===== config.mk =====
export PLATFORM = sky130hd
export DESIGN_NAME = fetch_unit
export DESIGN_NICKNAME = d
export VERILOG_FILES = /design/src/rtl/fetch_unit.sv
export SDC_FILE = /design/constraint.sdc
export NUM_CORES = 1
export LEC_CHECK = 0
export ABC_AREA = 1
export CAP_MARGIN = 25
export CELL_PAD_IN_SITES_DETAIL_PLACEMENT = 0
export CELL_PAD_IN_SITES_GLOBAL_PLACEMENT = 2
export CORE_ASPECT_RATIO = 1.75
export CORE_UTILIZATION = 35
export CTS_BUF_LIST = sky130_fd_sc_hd__clkbuf_16
export CTS_CLUSTER_SIZE = 40
export DETAILED_ROUTE_END_ITERATION = 7
export PLACE_DENSITY = 0.84
export SLEW_MARGIN = 20
export SYNTH_ARGS = -nofsm -noshare
export SYNTH_HDL_FRONTEND = slang
export SYNTH_SLANG_ARGS = --single-unit

===== constraint.sdc =====
create_clock -name CLK -period 12.7 [get_ports CLK]
set_input_delay 3.175 -clock CLK [delete_from_list [all_inputs] [get_ports CLK]]
set_output_delay 3.175 -clock CLK [all_outputs]
set_load 0.01 [all_outputs]

===== src/rtl/fetch_unit.sv =====
// Instruction fetch stage: single-outstanding memory requests, small PC/instruction
// buffer toward the decoder, and redirect-driven flush/restart.
module fetch_unit #(
    parameter logic [31:0] RESET_PC = 32'h0000_0000,
    parameter int          DEPTH    = 2
) (
    input  logic        CLK,
    input  logic        RST,
    output logic        IMEM_REQ,
    output logic [31:0] IMEM_ADDR,
    input  logic        IMEM_READY,
    input  logic        IMEM_RVALID,
    input  logic [31:0] IMEM_RDATA,
    input  logic        REDIRECT,
    input  logic [31:0] REDIRECT_PC,
    output logic [31:0] INSTRUCTION,
    output logic [31:0] INSTR_PC,
    output logic        INSTR_VALID,
    input  logic        INSTR_READY
);

    localparam int              PW  = (DEPTH > 1) ? $clog2(DEPTH) : 1;
    localparam int              CW  = $clog2(DEPTH) + 1;
    localparam logic [CW-1:0]   CAP = CW'(DEPTH);

    localparam logic [1:0] ST_RUN   = 2'd0;
    localparam logic [1:0] ST_WAIT  = 2'd1;
    localparam logic [1:0] ST_DRAIN = 2'd2;

    logic [1:0]    state;
    logic [31:0]   fetch_pc;
    logic [31:0]   req_pc_p0;
    logic [63:0]   buf_p1 [DEPTH];
    logic [PW-1:0] wr_ptr;
    logic [PW-1:0] rd_ptr;
    logic [CW-1:0] count;
    logic [63:0]   head_p1;
    logic          vld_p1;
    logic          accept;
    logic          push;
    logic          pop;

    // Request stage: credit check counts only buffered words; issue is only legal from RUN.
    assign IMEM_REQ  = (state == ST_RUN) && (count < CAP) && !REDIRECT && !RST;
    assign IMEM_ADDR = fetch_pc;
    assign accept    = IMEM_REQ && IMEM_READY;

    assign vld_p1 = (count != '0);
    assign push   = (state == ST_WAIT) && IMEM_RVALID && !REDIRECT;
    assign pop    = vld_p1 && INSTR_READY && !REDIRECT;

    always_ff @(posedge CLK) begin
        if (RST) begin
            fetch_pc <= RESET_PC;
            state    <= ST_RUN;
            count    <= '0;
            wr_ptr   <= '0;
            rd_ptr   <= '0;
        end else if (REDIRECT) begin
            // A response still owed by memory must be swallowed, not buffered.
            fetch_pc <= REDIRECT_PC & ~32'h3;
            count    <= '0;
            wr_ptr   <= '0;
            rd_ptr   <= '0;
            if ((state == ST_WAIT || state == ST_DRAIN) && !IMEM_RVALID)
                state <= ST_DRAIN;
            else
                state <= ST_RUN;
        end else begin
            case (state)
                ST_RUN: begin
                    if (accept) begin
                        fetch_pc <= fetch_pc + 32'd4;
                        state    <= ST_WAIT;
                    end
                end
                ST_WAIT:  if (IMEM_RVALID) state <= ST_RUN;
                ST_DRAIN: if (IMEM_RVALID) state <= ST_RUN;
                default:  state <= ST_RUN;
            endcase
            if (push) wr_ptr <= wr_ptr + PW'(1);
            if (pop)  rd_ptr <= rd_ptr + PW'(1);
            case ({push, pop})
                2'b10:   count <= count + CW'(1);
                2'b01:   count <= count - CW'(1);
                default: count <= count;
            endcase
        end
    end

    always_ff @(posedge CLK) begin
        if (accept) req_pc_p0 <= fetch_pc;
    end

    // Buffer stage: {pc, instruction} per entry.
    always_ff @(posedge CLK) begin
        if (push && !RST) buf_p1[wr_ptr] <= {req_pc_p0, IMEM_RDATA};
    end

    assign head_p1     = buf_p1[rd_ptr];
    assign INSTR_VALID = vld_p1;
    assign INSTRUCTION = vld_p1 ? head_p1[31:0]  : 32'h0;
    assign INSTR_PC    = vld_p1 ? head_p1[63:32] : 32'h0;

endmodule


==> results.tsv, run 1 <==
stage	metric	value	unit
global_route	Congestion Overflow GR	0	
detailed_routing	DRT iter0 DRCs	312	
logic_synthesis	Synth Warn #	0	
layout	# diodes	0	
detailed_routing	drt via density	4.67	
cts	TritonCTS clock tree	yes	
timing	FMAX	124	MHz
worst_setup_path	CP startpoint	REDIRECT	
pwr	Power per Cell Area	120	mW/mm²
worst_setup_path	most frequent CP cell	clkdlybuf4s50_1	
floorplan	Die H	204	µm
floorplan	IO Pins	168	
floorplan	initial core utilization	35.8	%
timing	setup ws final	4630	ps
worst_setup_path	critical-path cell list	clkdlybuf4s50_1 -> buf_4 -> inv_8 -> nand2_4 -> nor2_8 -> clkdlybuf4s50_1	
pwr	Tot Pwr	1.27	mW
worst_setup_path	crit path kind	primary input to output pin	
logic_synthesis	Unique masters post-synth	41	
placement	Post-DP HPWL	12.7	mm
logic_synthesis	Mean Syn Cell Area	10.3	µm²
timing	clk_skew	12.2	ps
timing	final setup vio count	0	
global_route	largest net degree at the start of global routing	64	
worst_setup_path	CP arrival	4890	ps
cts	Num CTS Buffers	17	
cts	CTS resizes	0	
cts	clk slew on worst S/H paths	70	ps
logic_synthesis	Synth Register Bits	191	
detailed_routing	routed wl met3	571	µm
timing	Final Hold Viols	0	
timing	setup TNS	0	ps
detailed_routing	Initial DRT Pass Iterations	4	
worst_setup_path	max incr delay on CP	550	ps
global_route	vias in the first global route	5744	
layout	Layout Nets	1018	
timing	relative slew slack	40.1	%
cts	hold_buf cts	0	
detailed_routing	Routed Antenna Nets	0	
placement	Buffers on Ports	161	
pwr	Static Leak	3.64	nW
cts	Clk Latency, worst-skew pair	430	ps
floorplan	core area	0.0227	mm²
placement	GPL Wtd Cong	0.763	
global_route	GRT Overall Usage	16.8	%
detailed_routing	DRC	0	
logic_synthesis	Syn Inst Count	792	
timing	period utilisation layout	63.5	%
min_path	Hold Startpoint	req_pc_p0[5]	
min_path	worst hold path class	flip-flop to flip-flop	
detailed_routing	routed wire length	19.4	mm
floorplan	Die ar.	0.0239	mm²
timing	RSZ-0062 raised after global routing	no	
cts	clk sink count	191	
worst_setup_path	Worst setup SP type	primary input	
timing	worst hold slack	439	ps
logic_synthesis	sequential share of the synthesized area	65.9	%
pwr	VDD IR max	0.0000824	V
timing	min cycle time layout	8070	ps
global_route	initial antenna violation count	0	
floorplan	die width	117	µm
detailed_routing	uppermost layer routed	met4	
global_route	first-pass GRT wire length	31.1	mm
cts	setup bufs post-CTS	0	
outcome	status	finished clean	
worst_setup_path	CP Max Fanout	41	
floorplan	Cell Rows	73	
timing	actual transition at the worst max-transition pin	897	ps
worst_setup_path	CP max stage cell	clkdlybuf4s50_1	
worst_setup_path	CP Capture Type	output pin	
cts	Clock Path Buffers	2	
detailed_routing	DR WL/cell	15.4	µm
layout	Area growth syn-to-layout	29.5	%
detailed_routing	Routed met1 length	7.82	mm
cts	CTS root buffer	clkbuf_16	
detailed_routing	met2 wire length	10.5	mm
detailed_routing	via count	5875	
layout	Fillers	2125	
worst_setup_path	worst r2r src	count[0]	
worst_setup_path	Worst EP required	9520	ps
timing	max-slew violations	0	
layout	layout cells sized above 1	7.73	%
cts	H-tree Lvls	4	
logic_synthesis	cell area after synthesis	0.00815	mm²
flow_run	Max Cap Violations	0	
placement	worst slack, placed	4600	ps
==> placed cells by master, fill, tap and decap left out, types with 2 or more instances in the layout <==
cell             instances
a21oi_1                 84
a21oi_2                  7
a31oi_1                  4
buf_4                    6
clkbuf_16               17
clkdlybuf4s50_1        161
clkinv_1                 4
clkinv_2                 5
clkinv_4                 2
clkinvlp_4               2
conb_1                   4
dfxtp_1                 36
edfxtp_1               154
ha_1                     4
inv_1                   41
inv_6                    2
nand2_1                264
nand2_8                  2
nand3_1                 34
nor2_1                  59
nor2_2                  15
nor2_4                   5
nor3_1                   5
o211ai_1                 2
o21ai_0                  9
o21ai_1                  2
xor2_1                   6
==> path summary, 6_finish.rpt <==
check             slack, ps  cells past startpoint            end
setup / recovery       4630                      6       IMEM_REQ
hold / removal          440                      0  buf_p1[1][37]
setup reg to reg      10460                     10       count[1]
hold reg to reg         440                      0  buf_p1[1][37]
==> worst max-delay path, delay by kind of cell <==
| family | cells | cell delay [ps] |
|---|---|---|
| buffers and inverters | 4 | 1430 |
| and+or+nand+nor | 2 | 280 |
==> per-stage QoR <==
stage / instance area (µm²) / utilization, % / instances
after global routing: 10600 / 46.4 / 1257
after global placement: 10000 / 44.1 / 1225
final: 10600 / 46.4 / 1257
after detailed placement: 10000 / 44.1 / 1225
after floorplan: 8160 / - / 795
after CTS: 10600 / 46.4 / 1257
==> sequential cells by signal, indices dropped and copies added (netlist names), named ones only <==
signal     count
buf_p1       124
IMEM_ADDR     30
req_pc_p0     30
count          2
state          2
rd_ptr         1
wr_ptr         1
==> final cells by class <==
class | instances | area [µm²] | area share, %
Clock buffer | 17 | 425 | 4.03
Clock inverter | 15 | 106 | 1.01
Inverter | 45 | 189 | 1.79
Multi-Input combinational cell | 522 | 2430 | 23.1
Sequential cell | 191 | 5370 | 50.9
Tap cell | 300 | 375 | 3.56
Timing Repair Buffer | 167 | 1660 | 15.7
==> power by group <==
group	internal (mW)	leakage (nW)	switching [mW]
clock	0.265	0.263	0.218
combinational	0.0442	1.67	0.0420
sequential	0.686	1.71	0.0141
total	0.995	3.64	0.274
==> metal layers <==
layer / vias to the layer above / global-route usage (%)
met1: 2769 / 18.9
met5: - / 0
met4: 0 / 7.56
met3: 23 / 2.54
met2: 123 / 31.1
li1: 2960 / -
==> synth_stat cells <==
master    number  area share [%]
buf_4          5            0.46
a31oi_1        4            0.31
nand2_2        1           0.077
buf_6          4            0.55
conb_1         1           0.046
o21ai_0        9            0.55
nand2_8        2            0.49
nor4_1         1           0.077
edfxtp_1     154              57
a221oi_1       1            0.11
inv_6          2            0.22
nand3b_1       1           0.092
inv_2          2           0.092
buf_2          4            0.25
nor2_4         3            0.41
o21bai_1       1           0.092
dfxtp_1       37             9.1
a21oi_2        7            0.75
o221ai_1       1            0.11
a21boi_1       1           0.092
and2_1         1           0.077
nor3_1         6            0.37
nand2_4        1            0.14
or2_2          1           0.077
nor2_2        15             1.2
nor2_1        61             2.8
ha_1           4            0.61
xor2_1         6            0.65
o31ai_1        1           0.092
nand2_1      264              12
a211oi_2       1            0.15
inv_1         40             1.8
nand4_1        1           0.077
a21oi_1       84             5.2
o21ai_1        2            0.12
inv_8          1            0.14
nor2_8         1            0.25
xnor2_1        1            0.11
nand3_1       34             2.1
o211ai_1       2            0.18
clkbuf_1      24             1.1
==> cells by family (layout without fill, tap and decap cells) <==
| family | count (synthesis) | count (layout) | share of synthesized area, % |
|---|---|---|---|
| buffers and inverters | 82 | 244 | 4.65 |
| flip-flops | 191 | 191 | 65.9 |
| other | 1 | 4 | 0.0460 |
| AO/OA/AOI/OAI | 114 | 114 | 7.73 |
| XOR/XNOR | 7 | 7 | 0.753 |
| adder cells (fa/ha/maj) | 4 | 4 | 0.614 |
| AND/OR/NAND/NOR | 393 | 393 | 20.4 |
(Power assumes the default switching activity.)
==> run 2: changes to the inputs <==
--- a/config.mk
+++ b/config.mk
@@ -10,11 +10,11 @@
 export CELL_PAD_IN_SITES_DETAIL_PLACEMENT = 0
 export CELL_PAD_IN_SITES_GLOBAL_PLACEMENT = 2
 export CORE_ASPECT_RATIO = 1.75
-export CORE_UTILIZATION = 35
+export CORE_UTILIZATION = 29
 export CTS_BUF_LIST = sky130_fd_sc_hd__clkbuf_16
 export CTS_CLUSTER_SIZE = 40
 export DETAILED_ROUTE_END_ITERATION = 7
-export PLACE_DENSITY = 0.84
+export PLACE_DENSITY = 0.74
 export SLEW_MARGIN = 20
 export SYNTH_ARGS = -nofsm -noshare
 export SYNTH_HDL_FRONTEND = slang
==> constraint.sdc (replaced) <==
create_clock -name CLK -period 6.9 [get_ports CLK]
set_input_delay 1.725 -clock CLK [delete_from_list [all_inputs] [get_ports CLK]]
set_output_delay 1.725 -clock CLK [all_outputs]
set_load 0.01 [all_outputs]
==> results.tsv, run 2 (synthesis gave the netlist of run 1 again) <==
stage	metric	value	unit
outcome	status	finished clean	
cts	CTS resizes	0	
cts	clk slew on worst S/H paths	60	ps
cts	clk sink count	191	
floorplan	IO Pins	168	
detailed_routing	drt via density	4.37	
layout	max reg flops	124	
placement	placed cell count	1295	
detailed_routing	routed wire length	21.4	mm
timing	final setup vio count	0	
timing	period utilisation layout	75.4	%
cts	Num CTS Buffers	17	
placement	worst slack, placed	1670	ps
detailed_routing	DRC	0	
timing	min cycle time layout	5200	ps
flow_run	Max Cap Violations	0	
worst_setup_path	CP max stage cell	clkdlybuf4s50_1	
worst_setup_path	max incr delay on CP	550	ps
worst_setup_path	Buf/Inv on CP	4	
timing	clk_skew	16.7	ps
global_route	initial antenna violation count	0	
worst_setup_path	Worst setup SP type	primary input	
floorplan	core area	0.0274	mm²
timing	max-slew violations	0	
pwr	VDD IR max	0.000163	V
detailed_routing	Routed Antenna Nets	0	
timing	FMAX	192	MHz
floorplan	Die ar.	0.0288	mm²
global_route	M3 GR Usage	3.01	%
global_route	first-pass GRT wire length	33.0	mm
placement	Post-DP HPWL	14.2	mm
global_route	largest net degree at the start of global routing	64	
pwr	Power per Cell Area	225	mW/mm²
worst_setup_path	CP Capture Type	output pin	
layout	Area growth syn-to-layout	31.2	%
global_route	Congestion Overflow GR	0	
floorplan	Die H	224	µm
worst_setup_path	most frequent CP cell	clkdlybuf4s50_1	
floorplan	die width	129	µm
worst_setup_path	CP top delay family	buffers and inverters	
pwr	Static Leak	3.64	nW
placement	Buffers on Ports	161	
global_route	M1 GR Usage	16.9	%
placement	GPL Wtd Cong	0.769	
worst_setup_path	CP arrival	3480	ps
global_route	Top Usage Layer GRT	met2	
timing	RSZ-0062 raised after global routing	no	
floorplan	Cell Rows	80	
timing	setup TNS	0	ps
detailed_routing	DRT iter0 DRCs	306	
worst_setup_path	crit path kind	primary input to output pin	
layout	Fillers	2756	
cts	CTS root buffer	clkbuf_16	
worst_setup_path	Worst EP required	5180	ps
global_route	M2 GR Usage	29.0	%
timing	setup ws final	1700	ps
floorplan	initial core utilization	29.7	%
cts	hold_buf cts	0	
cts	Clk Latency, worst-skew pair	440	ps
layout	final std cells w/o fill	1327	
layout	# diodes	0	
detailed_routing	via count	5804	
layout	Layout Nets	1019	
cts	setup bufs post-CTS	0	
worst_setup_path	CP Max Fanout	41	
global_route	vias in the first global route	5821	
global_route	GRT Overall Usage	15.7	%
detailed_routing	DR WL/cell	16.1	µm
min_path	worst hold path class	flip-flop to flip-flop	
timing	actual transition at the worst max-transition pin	935	ps
cts	Clock Path Buffers	2	
cts	TritonCTS clock tree	yes	
layout	commonest non-fill, non-tap cells in the layout	264 x nand2_1, 161 x clkdlybuf4s50_1, 154 x edfxtp_1	
cts	H-tree Lvls	4	
timing	relative slew slack	37.6	%
layout	layout cells sized above 1	8.04	%
layout	post-route cell area	0.0107	mm²
detailed_routing	Initial DRT Pass Iterations	4	
timing	Final Hold Viols	0	
layout	commonest non-fill, non-tap cell in the layout	nand2_1	
placement	Placed Area	0.0101	mm²
layout	Biggest register	buf_p1	
worst_setup_path	critical-path cell list	clkdlybuf4s50_1 -> buf_4 -> inv_8 -> nand2_4 -> nor2_8 -> clkdlybuf4s50_1	
run 2: cell types whose count changed in the layout (fill, tap and decap cells not counted):
cell        before  now
inv_6            2    3
bufinv_16        1    2
clkinv_2         5    0
inv_1           41   43
clkinv_1         4    0
inv_4            1    0
clkinv_4         2    1
clkinvlp_4       2    8
buf_4            6    7
inv_2            1    2
run 2: layer usage:
metal	vias up	part of all wire (%)
met5	-	0
met4	0	2.4
met3	20	2.7
met2	110	55
met1	2707	40
li1	2967	-
run 2: area by class of cell:
cell class                      count  area, µm²  area share, %
Clock buffer                       17        425           3.98
Clock inverter                     15        149           1.39
Inverter                           45        186           1.74
Multi-Input combinational cell    522       2430           22.8
Sequential cell                   191       5370           50.2
Tap cell                          369        462           4.32
Timing Repair Buffer              168       1660           15.6
run 2: final timing paths:
check / cells past startpoint / from / end / slack, ps
max: 6 / REDIRECT / IMEM_REQ / 1700
min reg2reg: 0 / req_pc_p0[2] / buf_p1[0][34] / 440
min: 0 / req_pc_p0[2] / buf_p1[0][34] / 440
max reg2reg: 7 / state[1] / buf_p1[1][26] / 4410
run 2: metrics by stage:
step / hold WS, ps / power, mW / util (%)
floorplan: 421 / 1.39 / -
global placement: 422 / 1.48 / 36.9
detailed placement: 430 / 1.48 / 36.9
CTS: 446 / 2.44 / 39.0
global route: 461 / 2.50 / 39.0
finish: 444 / 2.41 / 39.0
run 2: report_power, final:
group / switching (mW) / internal (mW)
Sequential: 0.0273 / 1.26
Clock: 0.426 / 0.530
Combinational: 0.0796 / 0.0815
Total: 0.533 / 1.87
